## config.mk

```make
export PLATFORM = sky130hd
export DESIGN_NAME = fetch_stage
export DESIGN_NICKNAME = d
export VERILOG_FILES = /design/src/rtl/fetch_stage.sv
export SDC_FILE = /design/constraint.sdc
export NUM_CORES = 1
export LEC_CHECK = 0
export ABC_AREA = 1
export BUFFER_PORTS_ARGS = -buffer_cell sky130_fd_sc_hd__buf_4
export CORE_MARGIN = 2
export CORE_UTILIZATION = 40
export DETAILED_ROUTE_END_ITERATION = 7
export GPL_ROUTABILITY_DRIVEN = 0
export PLACE_DENSITY_LB_ADDON = 0.3
export SETUP_SLACK_MARGIN = 0.4
export SYNTH_ARGS = -nofsm -noshare
export SYNTH_HDL_FRONTEND = slang
export SYNTH_SLANG_ARGS = --single-unit
```

## constraint.sdc

```tcl
create_clock -name clk -period 3.7 [get_ports clk]
set_clock_uncertainty 0.05 [all_clocks]
set_input_delay 0.37 -clock clk [delete_from_list [all_inputs] [get_ports clk]]
set_output_delay 0.37 -clock clk [all_outputs]
set_load 0.03 [all_outputs]
```

## src/rtl/fetch_stage.sv

```systemverilog
// Instruction fetch stage: requests one 16-bit word from instruction memory, presents it to
// the decoder together with its return address, and waits for the decoder to consume it,
// redirect the PC, or halt the machine.
module fetch_stage (
    input  logic        clk,
    input  logic        rst,
    output logic [15:0] imem_addr,
    output logic        imem_rd,
    input  logic [15:0] imem_data,
    input  logic        imem_ready,
    output logic [15:0] instruc,
    output logic [15:0] pc_plus2,
    output logic        instr_valid,
    input  logic        stall,
    input  logic        en_PC,
    input  logic        redirect,
    input  logic [15:0] redirect_pc,
    output logic        halted
);

    typedef enum logic [1:0] {
        StReq  = 2'd0,
        StHold = 2'd1,
        StHalt = 2'd2
    } state_e;

    state_e      state_q, state_d;
    logic [15:0] pc_q, pc_d;
    logic [15:0] instr_q, instr_d;
    logic [15:0] pc_plus2_q, pc_plus2_d;
    logic [15:0] pc_inc;
    logic        consume;

    // PC is kept word-aligned, so +2 never disturbs bit 0 and wraps naturally at 16 bits.
    assign pc_inc  = pc_q + 16'd2;
    assign consume = (state_q == StHold) && !stall;

    // State and datapath registers; reset aborts any fetch in flight.
    always_ff @(posedge clk or posedge rst) begin
        if (rst) begin
            state_q    <= StReq;
            pc_q       <= 16'h0000;
            instr_q    <= 16'h0000;
            pc_plus2_q <= 16'h0000;
        end else begin
            state_q    <= state_d;
            pc_q       <= pc_d;
            instr_q    <= instr_d;
            pc_plus2_q <= pc_plus2_d;
        end
    end

    // Next-state logic: decoder controls are only looked at in a consume cycle.
    always_comb begin
        state_d    = state_q;
        pc_d       = pc_q;
        instr_d    = instr_q;
        pc_plus2_d = pc_plus2_q;
        unique case (state_q)
            StReq: begin
                if (imem_ready) begin
                    instr_d    = imem_data;
                    pc_plus2_d = pc_inc;
                    pc_d       = pc_inc;
                    state_d    = StHold;
                end
            end
            StHold: begin
                if (consume) begin
                    if (!en_PC) begin
                        // Halt wins over any redirect on the same instruction.
                        state_d = StHalt;
                    end else if (redirect) begin
                        pc_d    = redirect_pc & 16'hFFFE;
                        state_d = StReq;
                    end else begin
                        // PC already points past the presented instruction.
                        state_d = StReq;
                    end
                end
            end
            StHalt: begin
                state_d = StHalt;
            end
            default: begin
                state_d = StReq;
            end
        endcase
    end

    // Outputs decode directly from the state register so reset clears them asynchronously.
    always_comb begin
        imem_rd     = (state_q == StReq);
        instr_valid = (state_q == StHold);
        halted      = (state_q == StHalt);
        imem_addr   = pc_q;
        instruc     = instr_q;
        pc_plus2    = pc_plus2_q;
    end

endmodule

```

== Word level (Yosys, flattened, before mapping) ==
Cells that the tools add are included.
Word-level totals
  bits in registers: 50
  bits of input ports: 38
  output and inout port bits: 51
  logic and storage cells: 27
Cells by class
  add/subtract/negate cells: 1
  equal/unequal tests: 6
  muxes and demuxes: 9
  reductions and logical operators: 7
Operator list (number)
  2-to-1 mux 16 bit: 4
  one-hot mux 16 bit (2 select lines): 1
  adder 16 x 2 -> 16 bit (second input constant): 1
  inequality test 2 x 1 -> 1 bit (second input constant): 4
  2-to-1 mux 2 bit: 3
  one-hot mux 2 bit (3 select lines): 1
  AND reduction 5 bit: 1
  AND reduction 2 bit: 2
  == test 2 x 1 -> 1 bit (second input constant): 1
  == test 2 bit (second input constant): 1
  zero test 2 bit: 1
  nonzero test 2 bit: 1
  logical AND 1 bit: 1
  zero test 1 bit: 1

== Depth between registers and ports, before layout ==
Gate-level depths: netlist of run 1.
  word-level depth: 4
  mapped depth: 9
  gate-level depth less buffers: 9

== Worst setup path before layout of run 1 ==
Ideal clock, no wire load.
  path type: register -> register
  start: register pc_q[1], in the netlist imem_addr[1]
  end: register pc_q[9], in the netlist imem_addr[9]
  library setup time: 117 ps
  data arrival time: 1485 ps
  setup slack: 2048 ps
  cell stages (with the launch flop): 9
  period minus slack after synthesis: 1652 ps
  path through: dfrtp_1 > ha_1 > nand2_1 > nor2_1 > nand2_1 > xor2_1 > nand2_1 > nand2_1 > nand2_1
On the way
  word-level cells in the longest chain between the ends: 3
Ends and longest elaborated chain
  from (decl): line 28  | logic [15:0] pc_q, pc_d;
  from (signal assigned): line 47  | pc_q <= pc_d;
  adder 16 x 2 -> 16 bit: line 35  | assign pc_inc = pc_q + 16'd2;
  2-to-1 mux 16 bit: line 61  | if (imem_ready) begin
  one-hot mux 16 bit (2 select lines): line 59  | unique case (state_q)
No other way between the ends. The select of a mux whose other input is x is not followed.
A chain may end at the register's enable or synchronous reset.

== Final worst setup path of run 1 ==
  start: register state_q[1]
  end: register pc_plus2_q[6], in the netlist pc_plus2[6]
On the way
  word-level cells in the longest chain between the ends: 2
Ends and longest elaborated chain
  from (decl): line 27  | state_e state_q, state_d;
  from (signal assigned): line 41  | state_q <= StReq;
  from (signal assigned): line 46  | state_q <= state_d;
  zero test 2 bit: line 59
  AND reduction 2 bit (no source line)
  to (signal assigned): line 49  | pc_plus2_q <= pc_plus2_d;
  to (decl): line 30  | logic [15:0] pc_plus2_q, pc_plus2_d;
No other way between the ends.

==> results of run 1 <==
[per-layer routing]
metal | track usage (%) | part of all wire, % | up-vias
met5 | 0 | 0 | -
met4 | 5.59 | 1.4 | 0
met3 | 3.41 | 5.3 | 7
met2 | 30.4 | 49 | 65
met1 | 22.6 | 44 | 1016
li1 | - | - | 1134
[state kept, by name, indices dropped and copies added (netlist names)]
register,cells
instruc,16
state_q,2
pc_plus2,15
imem_addr,15
[cells in the final DEF (no fill, tap or decap), types with 4 or more instances in the layout]
cell and n:
nand2_1 149, buf_4 85, dfrtp_1 48, nor2_1 29
inv_1 15, nand3_1 13, o21ai_1 10, nor2_2 7
nand4_1 6, clkbuf_8 6, inv_2 4, xor2_1 4
a21oi_1 4
[how the worst max path moves through the flow]
stage	start	endpoint	slack, ns	depth (start not counted)
2_1_floorplan	imem_addr[1]$_DFFE_PP0P_	imem_addr[9]$_DFFE_PP0P_	2.05	8
3_3_place_gp	state_q[1]$_DFFE_PP0P_	pc_plus2[9]$_DFFE_PP0P_	1.63	6
3_5_place_dp	state_q[1]$_DFFE_PP0P_	pc_plus2[6]$_DFFE_PP0P_	1.58	6
4_1_cts	state_q[1]$_DFFE_PP0P_	pc_plus2[6]$_DFFE_PP0P_	1.55	6
5_1_grt	state_q[1]$_DFFE_PP0P_	pc_plus2[9]$_DFFE_PP0P_	1.37	6
6_report	state_q[1]$_DFFE_PP0P_	pc_plus2[6]$_DFFE_PP0P_	1.62	6
[area by class of cell]
type                       count  area (sq um)
multi-input combinational    238          1060
fill                         602          2670
clock inverter                 2          38.8
sequential                    48          1200
clock buffer                   6          82.6
timing repair buffer          85           638
inverter                      19          71.3
tap                           75          93.8
[power breakdown]
group / total, mW / switching, mW / internal (mW)
combinational: 1.91 / 1.26 / 0.650
sequential: 1.01 / 0.226 / 0.780
clock: 0.406 / 0.185 / 0.221
[cells by family after synthesis]
kind of cell | after synthesis | share of synthesized area [%]
flops | 48 | 50.0
compound gates | 19 | 4.27
simple gates | 209 | 36.5
other cells | 1 | 0.156
buf+inv | 31 | 6.04
fa+ha+maj | 1 | 0.521
xor+xnor | 7 | 2.55
[worst max-delay path, delay by kind of cell, from the launching register on]
kind / cells / cell delay (ns)
and+or+nand+nor: 3 / 0.81
AOI/OAI and AO/OA: 1 / 0.07
DFF: 1 / 0.47
buffers and inverters: 2 / 0.52
==> flow_metrics.py, run 1 <==
metrics = {
    "placement": {
        "hpwl_um": 4000,
        "dpl-instance-area_sq_um": 3060,
        "dp.cells": 465,
        "place_ws_ns": 1.58,
        "portBuffers": 85,
    },
    "clock_network": {
        "postCtsSetupBuffers": 0,
        "tritoncts": "built",
        "clk_pin_slew_worst_paths_ns": 0.10,
        "cts_buffer_depth": 2,
        "clk_latency_ns": 0.31,
        "htreeDepth": 2,
        "cts_resized": 0,
        "cts_hold_buf": 0,
        "cts_buffers": 5,
        "clkSinkCount": 48,
        "ctsRootBufferMaster": "clkbuf_8",
    },
    "min_path": {
        "hold_end": "instruc[13]$_DFFE_PP0P_",
        "min_path_type": "in -> reg",
        "hold_start": "imem_data[13]",
        "hold_depth": 3,
    },
    "yosys": {
        "async_flop_share_pct": 100,
        "yosysTopAreaCellShare_pct": 50.0,
        "synth_edf_count": 0,
        "yosysMostFrequentCell": "nand2_1",
        "synth.ff_latch_count": 48,
        "syn_area_sq_um": 2400,
        "ys_top_cells_by_area": "dfrtp_1, nand2_1, nor2_1",
        "avgSynthCellArea_sq_um": 7.60,
        "ys_types": 24,
        "yosysSeqAreaShare_pct": 50.0,
        "synth_commonest_cells": "nand2_1, dfrtp_1, nor2_1, inv_1, nand3_1",
        "synthFlopType": "dfrtp_1",
        "synth_area_leader_cell": "dfrtp_1",
        "synthCells": 316,
        "ys_warn_count": 0,
    },
    "cells_and_area": {
        "final_layout_size_suffix_gt1_share_pct": 27.4,
        "stdcell_count": 473,
        "diodes": 0,
        "area_delta_synth_final_pct": 32.6,
        "design_area_sq_um": 3190,
        "utilization_pct": 54.4,
        "nets": 436,
    },
    "floorplanning": {
        "num_io_pins": 89,
        "core_sq_um": 5850,
        "start_util_pct": 41.1,
        "die_area_sq_um": 6640,
        "die_h_um": 81.5,
        "dieWidth_um": 81.5,
        "row_count": 28,
    },
    "worst_setup_path": {
        "slowest_delay_ns": 0.47,
        "crit_top_cell": "inv_2",
        "r2r_cells": 6,
        "crit_arrival_ns": 2.20,
        "crit_type": "reg -> reg",
        "end_kind": "flop",
        "r2r-end": "pc_plus2[6]$_DFFE_PP0P_",
        "worst-r2r-setup-slack_ns": 1.62,
        "crit_fanout": 40,
        "startpoint_type": "flop",
        "r2r-start": "state_q[1]$_DFFE_PP0P_",
        "crit_chain": "nor2_2, inv_2, nor2_4, inv_2, nand2_1, o21ai_1",
        "critPathRequiredTime_ns": 3.82,
        "cpMaxStageDelayCell": "dfrtp_1",
    },
    "routing": {
        "vias_per_cell": 4.70,
        "postRouteAntennaNets": 0,
        "vias": 2222,
        "firstDrtPassIters": 4,
        "drcViolationCount": 0,
        "drtIter0Drc": 164,
        "routed_wl_um": 5740,
        "wl_per_cell_um": 12.1,
    },
    "pwr": {
        "p_leak_nw": 1.76,
        "p_per_area_nw_per_um2": 1040,
        "irDropWorstVdd_v": 0.000523,
        "power_mw": 3.32,
    },
    "global_routing": {
        "grt_pass1_wl_um": 9110,
        "grt_start_max_net_pins": 49,
        "grt_pass1_vias": 2021,
        "antenna_found_initial": 0,
        "grt.overflow.total": 0,
        "grt_use_total_pct": 17.7,
    },
    "sta": {
        "fin_setup_tns_ns": 0,
        "tightest_slew_ns": 1.01,
        "slew_headroom_pct": 32.5,
        "fin_ws_ns": 1.62,
        "rsz0062_at_grt": "no",
        "slew_violations": 0,
        "finalCritPeriodShare_pct": 56.1,
        "fin_crit_ns": 2.08,
        "max_freq_mhz": 481,
        "whs_ns": 0.197,
        "hold_viol": 0,
        "setup_viol": 0,
    },
    "status": {
        "status": "finished, final reports clean",
    },
    "job": {
        "drv_cap": 0,
    },
}
Power figures use the tool's default switching activity.
==> inputs of run 2 (changes only) <==
ABC_AREA = 0   (was 1)
clock period = 1.9 ns   (was 3.7 ns; I/O delays follow)
==> flow_metrics.py, run 2 <==
metrics = {
    "status": {
        "status": "finished, final reports clean",
    },
    "floorplanning": {
        "start_util_pct": 42.1,
        "die_h_um": 80.6,
        "row_count": 27,
        "core_sq_um": 5570,
        "die_area_sq_um": 6500,
        "num_io_pins": 89,
        "dieWidth_um": 80.6,
    },
    "routing": {
        "vias_per_cell": 5.21,
        "routed-wl-met3_um": 389,
        "postRouteAntennaNets": 0,
        "wl_per_cell_um": 15.5,
        "routed_wl_um": 6890,
        "drtIter0Drc": 210,
        "top_layer": "met4",
        "firstDrtPassIters": 4,
        "met2_length_um": 3490,
        "drcViolationCount": 0,
        "met1_length_um": 2920,
        "vias": 2313,
    },
    "sta": {
        "slew_violations": 0,
        "whs_ns": 0.0123,
        "fin_crit_ns": 1.55,
        "setup_viol": 0,
        "hold_viol": 0,
        "fin_ws_ns": 0.352,
        "rsz0062_at_grt": "yes",
        "fin_setup_tns_ns": 0,
        "max_freq_mhz": 646,
        "finalCritPeriodShare_pct": 81.5,
    },
    "cells_and_area": {
        "final_common_cell": "buf_4",
        "stdcell_count": 444,
        "final_layout_size_suffix_gt1_share_pct": 47.0,
        "nets": 410,
        "utilization_pct": 65.0,
        "diodes": 0,
        "largest_reg_flops": 16,
        "area_delta_synth_final_pct": 54.3,
        "nFillCells": 468,
        "design_area_sq_um": 3620,
        "final_cell_mix": "buf_4, nand2_1, dfrtp_1, dfrtp_2, a21oi_1",
    },
    "clock_network": {
        "clk_pin_slew_worst_paths_ns": 0.09,
        "cts_buffers": 5,
        "cts_buffer_depth": 2,
        "htreeDepth": 2,
        "clkSinkCount": 48,
        "tritoncts": "built",
        "clk_latency_ns": 0.31,
        "ctsRootBufferMaster": "clkbuf_8",
    },
    "global_routing": {
        "grt_pass1_vias": 2107,
        "antenna_found_initial": 0,
        "grt_start_max_net_pins": 29,
        "grt_use_total_pct": 21.4,
        "grt.overflow.total": 0,
        "grt_pass1_wl_um": 10500,
    },
    "worst_setup_path": {
        "critPathRequiredTime_ns": 2.08,
        "r2r-end": "imem_addr[11]$_DFFE_PP0P_",
        "startpoint": "imem_addr[2]$_DFFE_PP0P_",
        "end_kind": "flop",
        "crit_fanout": 4,
        "crit_arrival_ns": 1.73,
        "worst-r2r-setup-slack_ns": 0.35,
        "r2r_cells": 5,
        "r2r-start": "imem_addr[2]$_DFFE_PP0P_",
        "crit_type": "reg -> reg",
        "startpoint_type": "flop",
        "crit_end": "imem_addr[11]$_DFFE_PP0P_",
    },
    "placement": {
        "dp.cells": 406,
        "hpwl_um": 4560,
        "dpl-instance-area_sq_um": 3140,
        "portBuffers": 85,
        "place_ws_ns": 0.244,
    },
    "yosys": {
        "synth_edf_count": 0,
        "synth.ff_latch_count": 48,
        "avgSynthCellArea_sq_um": 9.17,
        "async_flop_share_pct": 100,
        "ys_warn_count": 0,
        "synthCells": 256,
        "synth_area_leader_cell": "dfrtp_1",
        "synth_commonest_cells": "nand2_1, dfrtp_1, a21oi_1, nor2_1, o21ai_0",
        "synthFlopType": "dfrtp_1",
        "yosysMostFrequentCell": "nand2_1",
        "yosysTopAreaCellShare_pct": 51.2,
        "ys_top_cells_by_area": "dfrtp_1, nand2_1, xnor2_1",
        "ys_types": 42,
        "yosysSeqAreaShare_pct": 51.2,
        "syn_area_sq_um": 2350,
    },
    "pwr": {
        "p_int_mw": 3.64,
        "irDropWorstVdd_v": 0.000821,
        "power_mw": 6.83,
        "pwr-share-seq_pct": 29.6,
        "pwr-share-clk_pct": 10.8,
        "p_comb_share_pct": 59.6,
        "p_leak_nw": 1.71,
        "p_sw_mw": 3.19,
        "p_per_area_nw_per_um2": 1890,
        "swShare_pct": 46.7,
    },
    "min_path": {
        "min_path_type": "in -> reg",
    },
    "job": {
        "drv_cap": 0,
    },
}
==> run 2: changes by cell type after synthesis, sizes merged, moves of 4 or more <==
cell,previous run,this run
xnor2,3,9
clkbuf,0,7
nor2,38,11
nand3,14,7
o22ai,0,7
inv,19,3
o21ai,13,17
nor3,0,6
a21oi,4,16
nor4,0,5
nand2,151,76
==> run 2: timing repair <==
item	4_1_cts	5_1_grt
setup buffers	17	12
endpoints found under the hold margin	20	0
setup endpoints to repair	18	45
pin swaps	6	10
hold buffers	1	0
gates resized for setup	11	21
==> run 2: worst min-delay path by stage <==
stage                   from                 endpoint  slack [ns]  depth (start not counted)
4_1_cts        imem_data[14]  instruc[14]$_DFFE_PP0P_        0.01                          3
3_5_place_dp             rst  pc_plus2[7]$_DFFE_PP0P_        0.20                          2
2_1_floorplan   imem_data[0]   instruc[0]$_DFFE_PP0P_        0.25                          2
5_1_grt         imem_data[3]   instruc[3]$_DFFE_PP0P_        0.02                          3
6_report       imem_data[14]  instruc[14]$_DFFE_PP0P_        0.01                          3
3_3_place_gp             rst  pc_plus2[7]$_DFFE_PP0P_        0.20                          2
==> run 2: area by class of cell <==
cell class | count | area, sq um | area share, %
Timing Repair Buffer | 124 | 977 | 27.0
Multi-Input combinational cell | 189 | 1210 | 33.4
Tap cell | 72 | 90.1 | 2.49
Sequential cell | 48 | 1220 | 33.7
Inverter | 3 | 16.3 | 0.449
Clock buffer | 6 | 72.6 | 2.00
Clock inverter | 2 | 35.0 | 0.968
==> run 2: cells by family (layout without fill, tap and decap cells) <==
family | Yosys count | count (layout) | synth area share, %
xor+xnor | 13 | 13 | 4.85
simple gates | 119 | 119 | 25.0
compound gates | 54 | 54 | 14.4
flops | 48 | 48 | 51.2
other cells | 1 | 2 | 0.160
fa+ha+maj | 1 | 1 | 0.533
buf+inv | 20 | 135 | 3.84
==> run 2: power by group through the flow <==
stage / clock network, mW / registers (mW) / logic, mW
3_3_place_gp: 0 / 2.02 / 3.28
3_5_place_dp: 0 / 2.06 / 3.36
2_1_floorplan: 0 / 2.79 / 1.39
4_1_cts: 0.749 / 1.99 / 3.79
5_1_grt: 0.805 / 2.09 / 4.33
6_report: 0.737 / 2.02 / 4.07
==> run 2: critical path, stage by stage, from the launching register on <==
cell and delay (ns):
dfrtp_2 0.44, ha_4 0.18, and3_4 0.20, nand4_1 0.23, a21oi_2 0.22, a2bb2oi_2 0.15
==> run 2: layer usage <==
layer | up-vias | GRT usage [%]
li1 | 1100 | -
met1 | 1122 | 28.8
met2 | 83 | 34.9
met3 | 8 | 4.04
met4 | 0 | 6.95
met5 | - | 0
==> inputs of run 3 (changes only) <==
clock period = 1.3 ns   (was 1.9 ns; I/O delays follow)
==> flow_metrics.py, run 3 (synthesis gave the netlist of run 2 again) <==
metrics = {
    "sta": {
        "fin_setup_tns_ns": -12.93,
        "hold_viol": 0,
        "rsz0062_at_grt": "yes",
        "fin_ws_ns": -0.360,
        "max_freq_mhz": 602,
        "fin_crit_ns": 1.66,
        "setup_viol": 57,
        "finalCritPeriodShare_pct": 128,
        "slew_violations": 0,
        "whs_ns": 0.0321,
    },
    "routing": {
        "met2_length_um": 6970,
        "drtIter0Drc": 365,
        "drcViolationCount": 0,
        "firstDrtPassIters": 5,
        "postRouteAntennaNets": 0,
        "top_layer": "met4",
        "met1_length_um": 5030,
        "vias": 3247,
        "routed_wl_um": 14100,
        "vias_per_cell": 6.01,
        "wl_per_cell_um": 26.1,
        "routed-wl-met3_um": 1360,
    },
    "cells_and_area": {
        "diodes": 0,
        "register_area_sq_um": 1220,
        "area_delta_synth_final_pct": 125,
        "final_cell_mix": "buf_4, buf_6, nand2_1, dfrtp_1, nand2_2",
        "largest_reg_flops": 16,
        "nFillCells": 152,
        "final_layout_size_suffix_gt1_share_pct": 69.2,
        "nets": 506,
        "final_common_cell": "buf_4",
        "multi_input_area_sq_um": 1650,
        "utilization_pct": 94.7,
        "stdcell_count": 540,
    },
    "worst_setup_path": {
        "crit_chain": "nor3b_4, buf_6, a21oi_4, buf_6, a21oi_4, a2bb2oi_2",
        "end_kind": "flop",
        "path_buf_inv": 2,
        "startpoint_type": "flop",
        "crit_fanout": 6,
        "crit_arrival_ns": 1.85,
        "r2r-start": "state_q[1]$_DFFE_PP0P_",
        "startpoint": "state_q[1]$_DFFE_PP0P_",
        "r2r-end": "imem_addr[13]$_DFFE_PP0P_",
        "critPathTopFamily": "flip-flops",
        "crit_cells": 6,
        "crit_end": "imem_addr[13]$_DFFE_PP0P_",
        "cpMaxStageDelayCell": "dfrtp_2",
        "worst-r2r-setup-slack_ns": -0.36,
        "crit_type": "reg -> reg",
        "critPathRequiredTime_ns": 1.49,
        "slowest_delay_ns": 0.48,
        "r2r_cells": 6,
    },
    "placement": {
        "dp.cells": 451,
        "portBuffers": 85,
        "hpwl_um": 4990,
    },
    "global_routing": {
        "grt_start_max_net_pins": 32,
        "antenna_found_initial": 0,
        "grt_pass1_vias": 2805,
        "grt_pass1_wl_um": 15300,
        "grt_use_total_pct": 32.1,
        "grt.overflow.total": 0,
    },
    "pwr": {
        "p_leak_nw": 2.49,
        "irDropWorstVdd_v": 0.00189,
        "p_per_area_nw_per_um2": 2780,
        "power_mw": 14.7,
    },
    "status": {
        "violations": "negative setup slack",
        "status": "finished, violations left",
    },
    "clock_network": {
        "htreeDepth": 2,
        "ctsRootBufferMaster": "clkbuf_8",
        "cts_buffers": 5,
        "cts_buffer_depth": 2,
        "clkSinkCount": 48,
        "clk_latency_ns": 0.32,
        "clk_pin_slew_worst_paths_ns": 0.10,
        "tritoncts": "built",
    },
    "floorplanning": {
        "core_sq_um": 5570,
        "num_io_pins": 89,
        "dieWidth_um": 80.6,
        "row_count": 27,
        "start_util_pct": 42.1,
        "die_h_um": 80.6,
        "die_area_sq_um": 6500,
    },
    "min_path": {
        "min_path_type": "in -> reg",
    },
    "job": {
        "drv_cap": 0,
    },
}
[run 3: cell types whose count changed in the layout (fill, tap and decap cells not counted), moves of 5 or more]
| cell | delta |
|---|---|
| nand2_1 | -40 |
| nor2_4 | +8 |
| buf_4 | -18 |
| buf_16 | +5 |
| o21ai_0 | -7 |
| a21oi_1 | -7 |
| nand2_2 | +22 |
| nor2_1 | -6 |
| nand2_4 | +17 |
| dlygate4sd3_1 | +16 |
| a21oi_2 | +5 |
| buf_6 | +86 |
[run 3: area by class of cell]
type                       instances  share of cell area [%]
clock buffer                       6                    1.38
clock inverter                     2                   0.237
inverter                           3                   0.379
multi-input combinational        190                    31.3
sequential                        48                    23.1
tap                               72                    1.71
timing repair buffer             219                    41.9
[run 3: report_power, final]
| part | internal (mW) | leakage [nW] | switching, mW |
|---|---|---|---|
| clock | 0.378 | 0.0412 | 0.570 |
| combinational | 5.09 | 1.87 | 5.52 |
| sequential | 2.21 | 0.571 | 0.923 |
| total | 7.68 | 2.49 | 7.01 |
[run 3: timing repair]
item | 4_1_cts | 5_1_grt
hold endpoints to repair | 64 | 0
setup endpoints to repair | 97 | 97
resized for setup | 136 | 105
pin swaps | 41 | 42
gates cloned | 6 | 0
hold buffers | 17 | 0
buffers inserted | 31 | 27
[run 3: per-layer routing]
layer | track usage, % | vias up
met5 | 0 | -
met4 | 12.4 | 0
met3 | 6.40 | 72
met2 | 54.5 | 286
met1 | 40.1 | 1591
li1 | - | 1298
[run 3: tightest hold or removal path, cell delays in order]
cell and delay, ns:
buf_4 0.11, nand2_1 0.05, a31oi_1 0.07
[run 3: how the worst min path moves through the flow]
stage                        start                   endpoint  slack, ns  cells after the start
detailed placement             rst    pc_plus2[7]$_DFFE_PP0P_       0.14                      3
finish              redirect_pc[2]   imem_addr[2]$_DFFE_PP0P_       0.03                      3
CTS                 redirect_pc[2]   imem_addr[2]$_DFFE_PP0P_       0.02                      3
global placement               rst    pc_plus2[7]$_DFFE_PP0P_       0.14                      3
floorplan                      rst  imem_addr[12]$_DFFE_PP0P_       0.11                      1
global route        redirect_pc[2]   imem_addr[2]$_DFFE_PP0P_       0.04                      3
[run 3: stage by stage]
| step | setup slack, ns | area, sq um |
|---|---|---|
| 5_1_grt | -0.367 | 5280 |
| 3_3_place_gp | -0.177 | 3530 |
| 3_5_place_dp | -0.274 | 3530 |
| 4_1_cts | -0.186 | 4640 |
| 2_1_floorplan | -0.292 | 2500 |
| 6_report | -0.360 | 5280 |
